### src/rtl/ram_seq_pkg.sv
// rtl/ram_seq_pkg.sv - shared state type and constants for the MSX RAM sequencer
package ram_seq_pkg;

   typedef enum logic [2:0] {
      ST_IDLE,
      ST_RD_REQ,
      ST_RD_WAIT,
      ST_WR_REQ,
      ST_WR_WAIT,
      ST_RFSH,
      ST_HOLD
   } ram_seq_state_t;

   localparam int         TIMEOUT_DEFAULT = 255;
   localparam logic [7:0] ABORT_DATA      = 8'hFF;

   // States that hold the Z80 in wait and run the timeout counter.
   function automatic logic is_busy(input ram_seq_state_t s);
      return (s == ST_RD_REQ) || (s == ST_RD_WAIT) || (s == ST_WR_REQ);
   endfunction

endpackage

### src/rtl/ram_seq_cache.sv
// rtl/ram_seq_cache.sv - one-entry read cache (tag, data, valid), used with RAM_SEQ_READ_CACHE_EN
module ram_seq_cache #(
   parameter int ADDR_WIDTH = 23
) (
   input  logic                  CLK,
   input  logic                  RESET_n,
   input  logic [ADDR_WIDTH-1:0] lookup_addr,
   output logic                  hit,
   output logic [7:0]            hit_data,
   input  logic                  fill,
   input  logic [ADDR_WIDTH-1:0] fill_addr,
   input  logic [7:0]            fill_data,
   input  logic                  inval
);

   logic                  valid;
   logic [ADDR_WIDTH-1:0] tag;
   logic [7:0]            data;

   assign hit      = valid && (tag == lookup_addr);
   assign hit_data = data;

   // Invalidate wins over a same-cycle fill.
   always_ff @(posedge CLK or negedge RESET_n) begin
      if (!RESET_n) begin
         valid <= 1'b0;
         tag   <= '0;
         data  <= '0;
      end else if (inval) begin
         valid <= 1'b0;
      end else if (fill) begin
         valid <= 1'b1;
         tag   <= fill_addr;
         data  <= fill_data;
      end
   end

endmodule

### src/rtl/msx_ram_sequencer.sv
// rtl/msx_ram_sequencer.sv - MSX strobe to memory req/ack sequencer; optional read cache via RAM_SEQ_READ_CACHE_EN
module msx_ram_sequencer
   import ram_seq_pkg::*;
#(
   parameter int ADDR_WIDTH = 23,
   parameter int TIMEOUT    = TIMEOUT_DEFAULT
) (
   input  logic                  CLK,
   input  logic                  RESET_n,
   input  logic [ADDR_WIDTH-1:0] H_ADDR,
   input  logic [7:0]            H_DIN,
   input  logic                  H_OE_n,
   input  logic                  H_WE_n,
   input  logic                  H_RFSH_n,
   output logic [7:0]            H_DOUT,
   output logic                  H_WAIT_n,
   output logic                  M_REQ,
   output logic                  M_WE,
   output logic [ADDR_WIDTH-1:0] M_ADDR,
   output logic [7:0]            M_WDATA,
   input  logic                  M_ACK,
   input  logic [7:0]            M_RDATA,
   input  logic                  M_RVALID,
   output logic                  M_RFSH_REQ,
   input  logic                  M_RFSH_ACK,
   output logic                  ERR
);

   localparam logic [7:0] TIMEOUT_LAST = 8'(TIMEOUT - 1);

   ram_seq_state_t state, next_state;
   logic           prev_oe_n, prev_we_n, prev_rfsh_n;
   logic           rfsh_pending;
   logic [7:0]     cnt;
   logic           oe_fall, we_fall, rfsh_fall, cnt_last;
   logic           abort, rd_done, hit_load;
   logic           cache_hit;
   logic [7:0]     cache_data;

   assign oe_fall   = prev_oe_n & ~H_OE_n;
   assign we_fall   = prev_we_n & ~H_WE_n;
   assign rfsh_fall = prev_rfsh_n & ~H_RFSH_n;
   assign cnt_last  = (cnt == TIMEOUT_LAST);

`ifdef RAM_SEQ_READ_CACHE_EN
   logic cache_inval;
   assign cache_inval = ((state == ST_IDLE) && we_fall) || abort;

   ram_seq_cache #(.ADDR_WIDTH(ADDR_WIDTH)) u_cache (
      .CLK         (CLK),
      .RESET_n     (RESET_n),
      .lookup_addr (H_ADDR),
      .hit         (cache_hit),
      .hit_data    (cache_data),
      .fill        (rd_done),
      .fill_addr   (M_ADDR),
      .fill_data   (M_RDATA),
      .inval       (cache_inval)
   );
`else
   assign cache_hit  = 1'b0;
   assign cache_data = 8'h00;
`endif

   always_ff @(posedge CLK or negedge RESET_n) begin
      if (!RESET_n) state <= ST_IDLE;
      else          state <= next_state;
   end

   always_comb begin
      next_state = state;
      abort      = 1'b0;
      rd_done    = 1'b0;
      hit_load   = 1'b0;
      case (state)
         ST_IDLE: begin
            if (we_fall) begin
               next_state = ST_WR_REQ;
            end else if (oe_fall) begin
               if (cache_hit) begin
                  next_state = ST_HOLD;
                  hit_load   = 1'b1;
               end else begin
                  next_state = ST_RD_REQ;
               end
            end else if (rfsh_pending) begin
               next_state = ST_RFSH;
            end
         end
         // Memory may ack and return data in the same cycle.
         ST_RD_REQ: begin
            if (M_ACK && M_RVALID) begin
               next_state = ST_HOLD;
               rd_done    = 1'b1;
            end else if (M_ACK) begin
               next_state = ST_RD_WAIT;
            end else if (cnt_last) begin
               next_state = ST_HOLD;
               abort      = 1'b1;
            end
         end
         ST_RD_WAIT: begin
            if (M_RVALID) begin
               next_state = ST_HOLD;
               rd_done    = 1'b1;
            end else if (cnt_last) begin
               next_state = ST_HOLD;
               abort      = 1'b1;
            end
         end
         ST_WR_REQ: begin
            if (M_ACK) begin
               next_state = ST_WR_WAIT;
            end else if (cnt_last) begin
               next_state = ST_HOLD;
               abort      = 1'b1;
            end
         end
         ST_WR_WAIT: next_state = ST_HOLD;
         ST_RFSH:    if (M_RFSH_ACK) next_state = ST_IDLE;
         ST_HOLD:    if (H_OE_n && H_WE_n) next_state = ST_IDLE;
         default:    next_state = ST_IDLE;
      endcase
   end

   always_ff @(posedge CLK or negedge RESET_n) begin
      if (!RESET_n) begin
         prev_oe_n    <= 1'b1;
         prev_we_n    <= 1'b1;
         prev_rfsh_n  <= 1'b1;
         rfsh_pending <= 1'b0;
         cnt          <= '0;
         H_DOUT       <= '0;
         H_WAIT_n     <= 1'b1;
         M_REQ        <= 1'b0;
         M_WE         <= 1'b0;
         M_ADDR       <= '0;
         M_WDATA      <= '0;
         M_RFSH_REQ   <= 1'b0;
         ERR          <= 1'b0;
      end else begin
         prev_oe_n   <= H_OE_n;
         prev_we_n   <= H_WE_n;
         prev_rfsh_n <= H_RFSH_n;

         // A refresh edge while one is already pending is simply absorbed.
         if (M_RFSH_ACK)     rfsh_pending <= 1'b0;
         else if (rfsh_fall) rfsh_pending <= 1'b1;

         if (next_state != state || !is_busy(state)) cnt <= '0;
         else                                        cnt <= cnt + 8'd1;

         if (state == ST_IDLE && (we_fall || oe_fall)) M_ADDR <= H_ADDR;
         if (state == ST_IDLE && we_fall)              M_WDATA <= H_DIN;

         if (rd_done)                          H_DOUT <= M_RDATA;
         else if (abort && state != ST_WR_REQ) H_DOUT <= ABORT_DATA;
         else if (hit_load)                    H_DOUT <= cache_data;

         M_REQ      <= (next_state == ST_RD_REQ) || (next_state == ST_WR_REQ);
         M_WE       <= (next_state == ST_WR_REQ);
         M_RFSH_REQ <= (next_state == ST_RFSH);
         // Wait releases one cycle after read data lands or the write is accepted.
         H_WAIT_n   <= !(is_busy(next_state) || is_busy(state));
         if (abort) ERR <= 1'b1;
      end
   end

endmodule

### config.mk
export PLATFORM = sky130hd
export DESIGN_NAME = msx_ram_sequencer
export DESIGN_NICKNAME = d
export VERILOG_FILES = /design/src/rtl/ram_seq_pkg.sv /design/src/rtl/ram_seq_cache.sv /design/src/rtl/msx_ram_sequencer.sv
export SDC_FILE = /design/constraint.sdc
export NUM_CORES = 1
export LEC_CHECK = 0
export ABC_AREA = 1
export BUFFER_PORTS_ARGS = -buffer_cell sky130_fd_sc_hd__buf_4
export CORE_ASPECT_RATIO = 1.5
export CORE_MARGIN = 10
export CORE_UTILIZATION = 52
export DETAILED_ROUTE_END_ITERATION = 6
export PLACE_DENSITY = 0.84
export REMOVE_ABC_BUFFERS = 1
export SETUP_SLACK_MARGIN = 0.3
export SLEW_MARGIN = 5
export SYNTH_ARGS = -nofsm -noshare
export SYNTH_HDL_FRONTEND = slang
export SYNTH_SLANG_ARGS = --single-unit
### constraint.sdc
create_clock -name CLK -period 3.29 [get_ports CLK]
set_input_delay 0.1645 -clock CLK [delete_from_list [all_inputs] [get_ports CLK]]
set_output_delay 0.1645 -clock CLK [all_outputs]
set_load 0.005 [all_outputs]
# == Word-level counts from Yosys, hierarchy flattened ==
# Index checks and enable logic that the tools add are counted.
# word_totals
out_inout_bits,44
wordCells,76
reg_bits,59
latchBits,0
romBits,0
memories,0
in_bits,47
ramBits,0
# op_classes
n_div,0
n_bitwise,6
mul,0
addsub,1
magnitude_cmp,0
n_reduce_logical,18
n_shift,0
n_eq_ne,13
n_mux,24
# op_table
op,count
$mux W3,10
$mux W8,3
$pmux W3 S7,1
$eq A3 B2 Y1 const B,4
$eq A3 B3 Y1 const B,4
$add A8 B1 Y8 const B,1
$eq A8 B8 Y1 const B,1
$logic_or A1 B1 Y1,8
$mux W1,8
$eq A3 B1 Y1 const B,2
$logic_and A1 B1 Y1,5
$reduce_bool A2 Y1,2
$and A1 B1 Y1,3
$logic_not A3 Y1,1
$ne A3 B2 Y1 const B,1
$ne A3 B3 Y1,1
$not A1 Y1,3
$pmux W1 S3,1
$logic_not A1 Y1,2
$pmux W1 S2,1

# == Depth between registers and ports, before layout ==
# logic_depth
word_depth,10
depth_mapped,11

# == Worst setup path after synthesis ==
# No wires, ideal clock.
# synth_path
path_kind,reg2reg
start,register cnt[0]
end,register H_WAIT_n
setup_ns,0.073
stages_incl_launch_ff,11
t_arrival_ns,1.320
setup_slack_ns,1.897
path_buffers,0
period_less_slack_ns,1.393
cell_sequence,dfrtp_1 -> inv_1 -> ha_1 -> inv_1 -> nor2_1 -> nand2_1 -> nand4_1 -> nand2_1 -> nor2_4 -> nand2_1 -> a21oi_1
# synth_via
elab_chain_len,10
# synth_rtl
item,line,rtl
start: declaration,msx_ram_sequencer.sv:34,logic [7:0] cnt;
start signal: assignment,msx_ram_sequencer.sv:151,else cnt <= cnt + 8'd1;
$eq A8 B8 Y1 *,msx_ram_sequencer.sv:43,assign cnt_last = (cnt == TIMEOUT_LAST);
$mux W3 *,"msx_ram_sequencer.sv:97, msx_ram_sequencer.sv:106, msx_ram_sequencer.sv:114",
$mux W3,msx_ram_sequencer.sv:95,end else if (M_ACK) begin
$mux W3,msx_ram_sequencer.sv:92,if (M_ACK && M_RVALID) begin
$pmux W3 S7 *,msx_ram_sequencer.sv:75,case (state)
$eq A3 B1 Y1 or $eq A3 B2 Y1 (tied branches),ram_seq_pkg.sv:19,return (s == ST_RD_REQ) || (s == ST_RD_WAIT) || (s == ST_WR_REQ);
$logic_or A1 B1 Y1,ram_seq_pkg.sv:19,
$logic_or A1 B1 Y1 *,ram_seq_pkg.sv:19,
$logic_or A1 B1 Y1 *,msx_ram_sequencer.sv:164,H_WAIT_n <= !(is_busy(next_state) || is_busy(state));
$logic_not A1 Y1 *,msx_ram_sequencer.sv:164,
end signal: assignment,msx_ram_sequencer.sv:164,
end: declaration,msx_ram_sequencer.sv:16,"output logic H_WAIT_n,"
# Mark *: on every way between the ends. The rest lies on a longest branch, timed or not.
# A chain may end at the register's enable or synchronous reset.

# == Worst setup path after layout ==
# layout_path
start,register state[2]
end,register H_DOUT[4]
# layout_via
elab_chain_len,4
# layout_rtl
item,line,rtl
start: declaration,msx_ram_sequencer.sv:31,"ram_seq_state_t state, next_state;"
start signal: assignment,msx_ram_sequencer.sv:67,else state <= next_state;
$eq A3 B2 Y1 or $eq A3 B1 Y1 (tied branches),msx_ram_sequencer.sv:75,
$pmux W1 S3,msx_ram_sequencer.sv:75,
$logic_and A1 B1 Y1,msx_ram_sequencer.sv:157,else if (abort && state != ST_WR_REQ) H_DOUT <= ABORT_DATA;
$reduce_bool A2 Y1 (no line),--,
end signal: assignment,msx_ram_sequencer.sv:158,else if (hit_load) H_DOUT <= cache_data;
end: declaration,msx_ram_sequencer.sv:15,"output logic [7:0] H_DOUT,"
# Parallel ways exist; a longest one is shown, timed or not.

==> impl_metrics.tcl <==
set metrics [dict create \
    worst-slew-pin-transition_ps 704 \
    die_w_um 76.3 \
    critPathMaxFanout 9 \
    cp.arrival_ps 1830 \
    overflow 0 \
    syn_avg_cell_area_um2 11.7 \
    leakage_uw 0.00168 \
    max_freq_mhz 617 \
    synth.distinct_cells 24 \
    cts_made_buffers 9 \
    syn_area_um2 2470 \
    port_buffers 90 \
    timing.setup.tns_ps 0 \
    worstSetupStartpointType "register" \
    pre_cts_ws_ps 1730 \
    end_kind "register" \
    grt_pass1_vias 2055 \
    hpwl_um 4520 \
    cp_cell_sequence "inv_2 > nand2_1 > nor2_1 > nand2_1 > a21oi_1 > inv_2 > o22a_1" \
    grt_max_degree 60 \
    slew_violations 0 \
    min_path_type "in2reg" \
    cpPeakStageDelay_ps 440 \
    use_met2_pct 28.5 \
    p_seq_share_pct 40.7 \
    vdd.ir_drop.worst_uv 592 \
    n_antenna_cell 0 \
    viasPerCell 4.91 \
    cp.required_ps 3500 \
    cts.clk_slew.worst_paths_ps 70 \
    ant_nets 0 \
    place_inst 363 \
    hold_violations 0 \
    cts_max_level 3 \
    switching_share_pct 30.9 \
    drt-wirelength-per-cell_um 15.6 \
    p_sw_uw 911 \
    io_pins 91 \
    period_needed_ps 1620 \
    skew_ps 6.93 \
    synth_seq_area_share_pct 59.9 \
    setup_ws_ps 1670 \
    postCtsHoldBufs 5 \
    routed_wirelength_um 6000 \
    whs_ps 60.6 \
    syn-instance-count 212 \
    use_met1_pct 14.6 \
    nets 364 \
    gp_congestion 0.905 \
    drt-pass1-iter-count 4 \
    cts_root_buf "clkbuf_8" \
    cts_tree "yes" \
    ys_ff_latch 59 \
    fin_crit_sh_pct 49.3 \
    coreArea_um2 4580 \
    synth.yosys.warnings 0 \
    crit_slowest_cell "dfrtp_1" \
    status "complete, no violations" \
    pwr-share-comb_pct 37.9 \
    grt_usage_pct 15.6 \
    clock_path_buffers 2 \
    grt_setup_unrepaired "false" \
    post_layout_nonfiller_instances 384 \
    die_area_um2 7980 \
    start_util_pct 54.0 \
    slew_headroom_pct 53.1 \
    drive_gt1_share_pct 46.9 \
    setup_viol_count_final 0 \
    antenna_found_initial 0 \
    cts_resized 0 \
    cts_setup_buffers 0 \
    rows 30 \
    grt_busiest_layer "met2" \
    cts.sinks 59 \
    cap_violations 0 \
    synthToLayoutAreaGrowth_pct 39.0 \
    drcViolationCount 0 \
    die_h_um 104 \
    grt_pass1_wl_um 9980 \
    worstSkewPairLatency_ps 330 \
    internal_power_uw 2040 \
    vias 1884 \
    worstSetupPathType "reg2reg" \
    drtIter0Drc 195 \
    p_clk_share_pct 21.5 \
    power.density_nw_per_um2 857 \
    grt.met3_usage_pct 7.01 \
]
## cells in the final DEF (no fill, tap or decap), drive strengths merged
cell type | netlist | layout
nor3 | 1 | 1
a21oi | 3 | 3
o21ai | 2 | 2
o22a | 8 | 8
or2 | 1 | 1
bufinv | 0 | 1
inv | 19 | 19
buf | 3 | 90
nand4 | 3 | 3
dlygate4sd3 | 0 | 5
nand2 | 31 | 31
xnor2 | 1 | 1
nand3 | 12 | 12
nor2 | 32 | 32
dfstp | 4 | 4
xor2 | 3 | 3
clkinvlp | 0 | 1
ha | 2 | 2
nor3b | 1 | 1
clkbuf | 0 | 11
clkinv | 0 | 3
mux2 | 31 | 31
dfrtp | 55 | 55
## state kept, by name, indices dropped and copies added (netlist names)
register / cells
ERR: 1
H_DOUT: 8
H_WAIT_n: 1
M_ADDR: 23
M_REQ: 1
M_RFSH_REQ: 1
M_WDATA: 8
M_WE: 1
cnt: 8
prev_oe_n: 1
prev_rfsh_n: 1
prev_we_n: 1
rfsh_pending: 1
state: 3
## logic make-up after synthesis
| group | share of synthesized area, % |
|---|---|
| xor gates and xnor gates | 1.42 |
| muxes | 14.1 |
| adders and majority gates | 1.01 |
| DFF | 59.9 |
| AOI/OAI and AO/OA | 3.84 |
| buffers and inverters | 4.25 |
| and+or+nand+nor | 15.5 |
## power groups by stage
stage,Sequential (uW),Clock (uW),Combinational (uW)
2_1_floorplan,1210,0,508
3_3_place_gp,1190,0,1100
3_5_place_dp,1210,0,1130
4_1_cts,1200,647,1140
5_1_grt,1240,681,1250
6_report,1200,633,1120
## final timing paths
path                                         start                      to  slack [ps]  depth (start not counted)
worst max-delay path            state[2]$_DFF_PN0_   H_DOUT[4]$_DFFE_PN0P_        1670                          7
worst min-delay path                     H_ADDR[1]   M_ADDR[1]$_DFFE_PN0P_          60                          2
worst max register to register  state[2]$_DFF_PN0_   H_DOUT[4]$_DFFE_PN0P_        1670                          7
worst min register to register     ERR$_DFFE_PN0P_         ERR$_DFFE_PN0P_         470                          1
max in group asynchronous                  RESET_n        cnt[6]$_DFF_PN0_        2370                          2
min in group asynchronous                  RESET_n  M_ADDR[17]$_DFFE_PN0P_         450                          2
## synth_stat cells (all sizes together)
cell	instances	area, um2
or2	1	6.26
nor2	32	138
dfstp	4	105
xor2	3	26.3
nor3	1	10.0
a21oi	3	15.0
dfrtp	55	1380
nand3	12	72.6
inv	19	71.3
xnor2	1	8.76
buf	3	33.8
nor3b	1	7.51
nand4	3	18.8
o21ai	2	10.0
ha	2	25.0
nand2	31	131
mux2	31	349
o22a	8	70.1
## stage by stage
step	total power (uW)	util [%]	area (um2)
after CTS	2980	75.1	3440
final	2950	75.1	3440
after global placement	2290	69.8	3200
after detailed placement	2340	69.8	3200
after global routing	3170	75.1	3440
after floorplan	1720	-	2440
## worst max-delay path: cells and delay by family, from the launching register on
family,cells,cell delay [ps]
buffers and inverters,2,240
flip-flops,1,440
AO/OA/AOI/OAI,2,380
AND/OR/NAND/NOR,3,450
## cell type report
cell class	count	area, um2
clock buffer	11	141
clock inverter	5	52.6
tap	64	80.1
timing repair buffer	95	726
fill	333	1140
sequential	59	1480
multi-input combinational	131	888
inverter	19	71.3
## per-layer routing
layer  up-vias  wire [um]
met5         -          0
met2        65       3390
met1       910       2040
met3         6        487
li1        903          -
met4         0         80
Note: power is estimated with default switching activity, not from simulation.
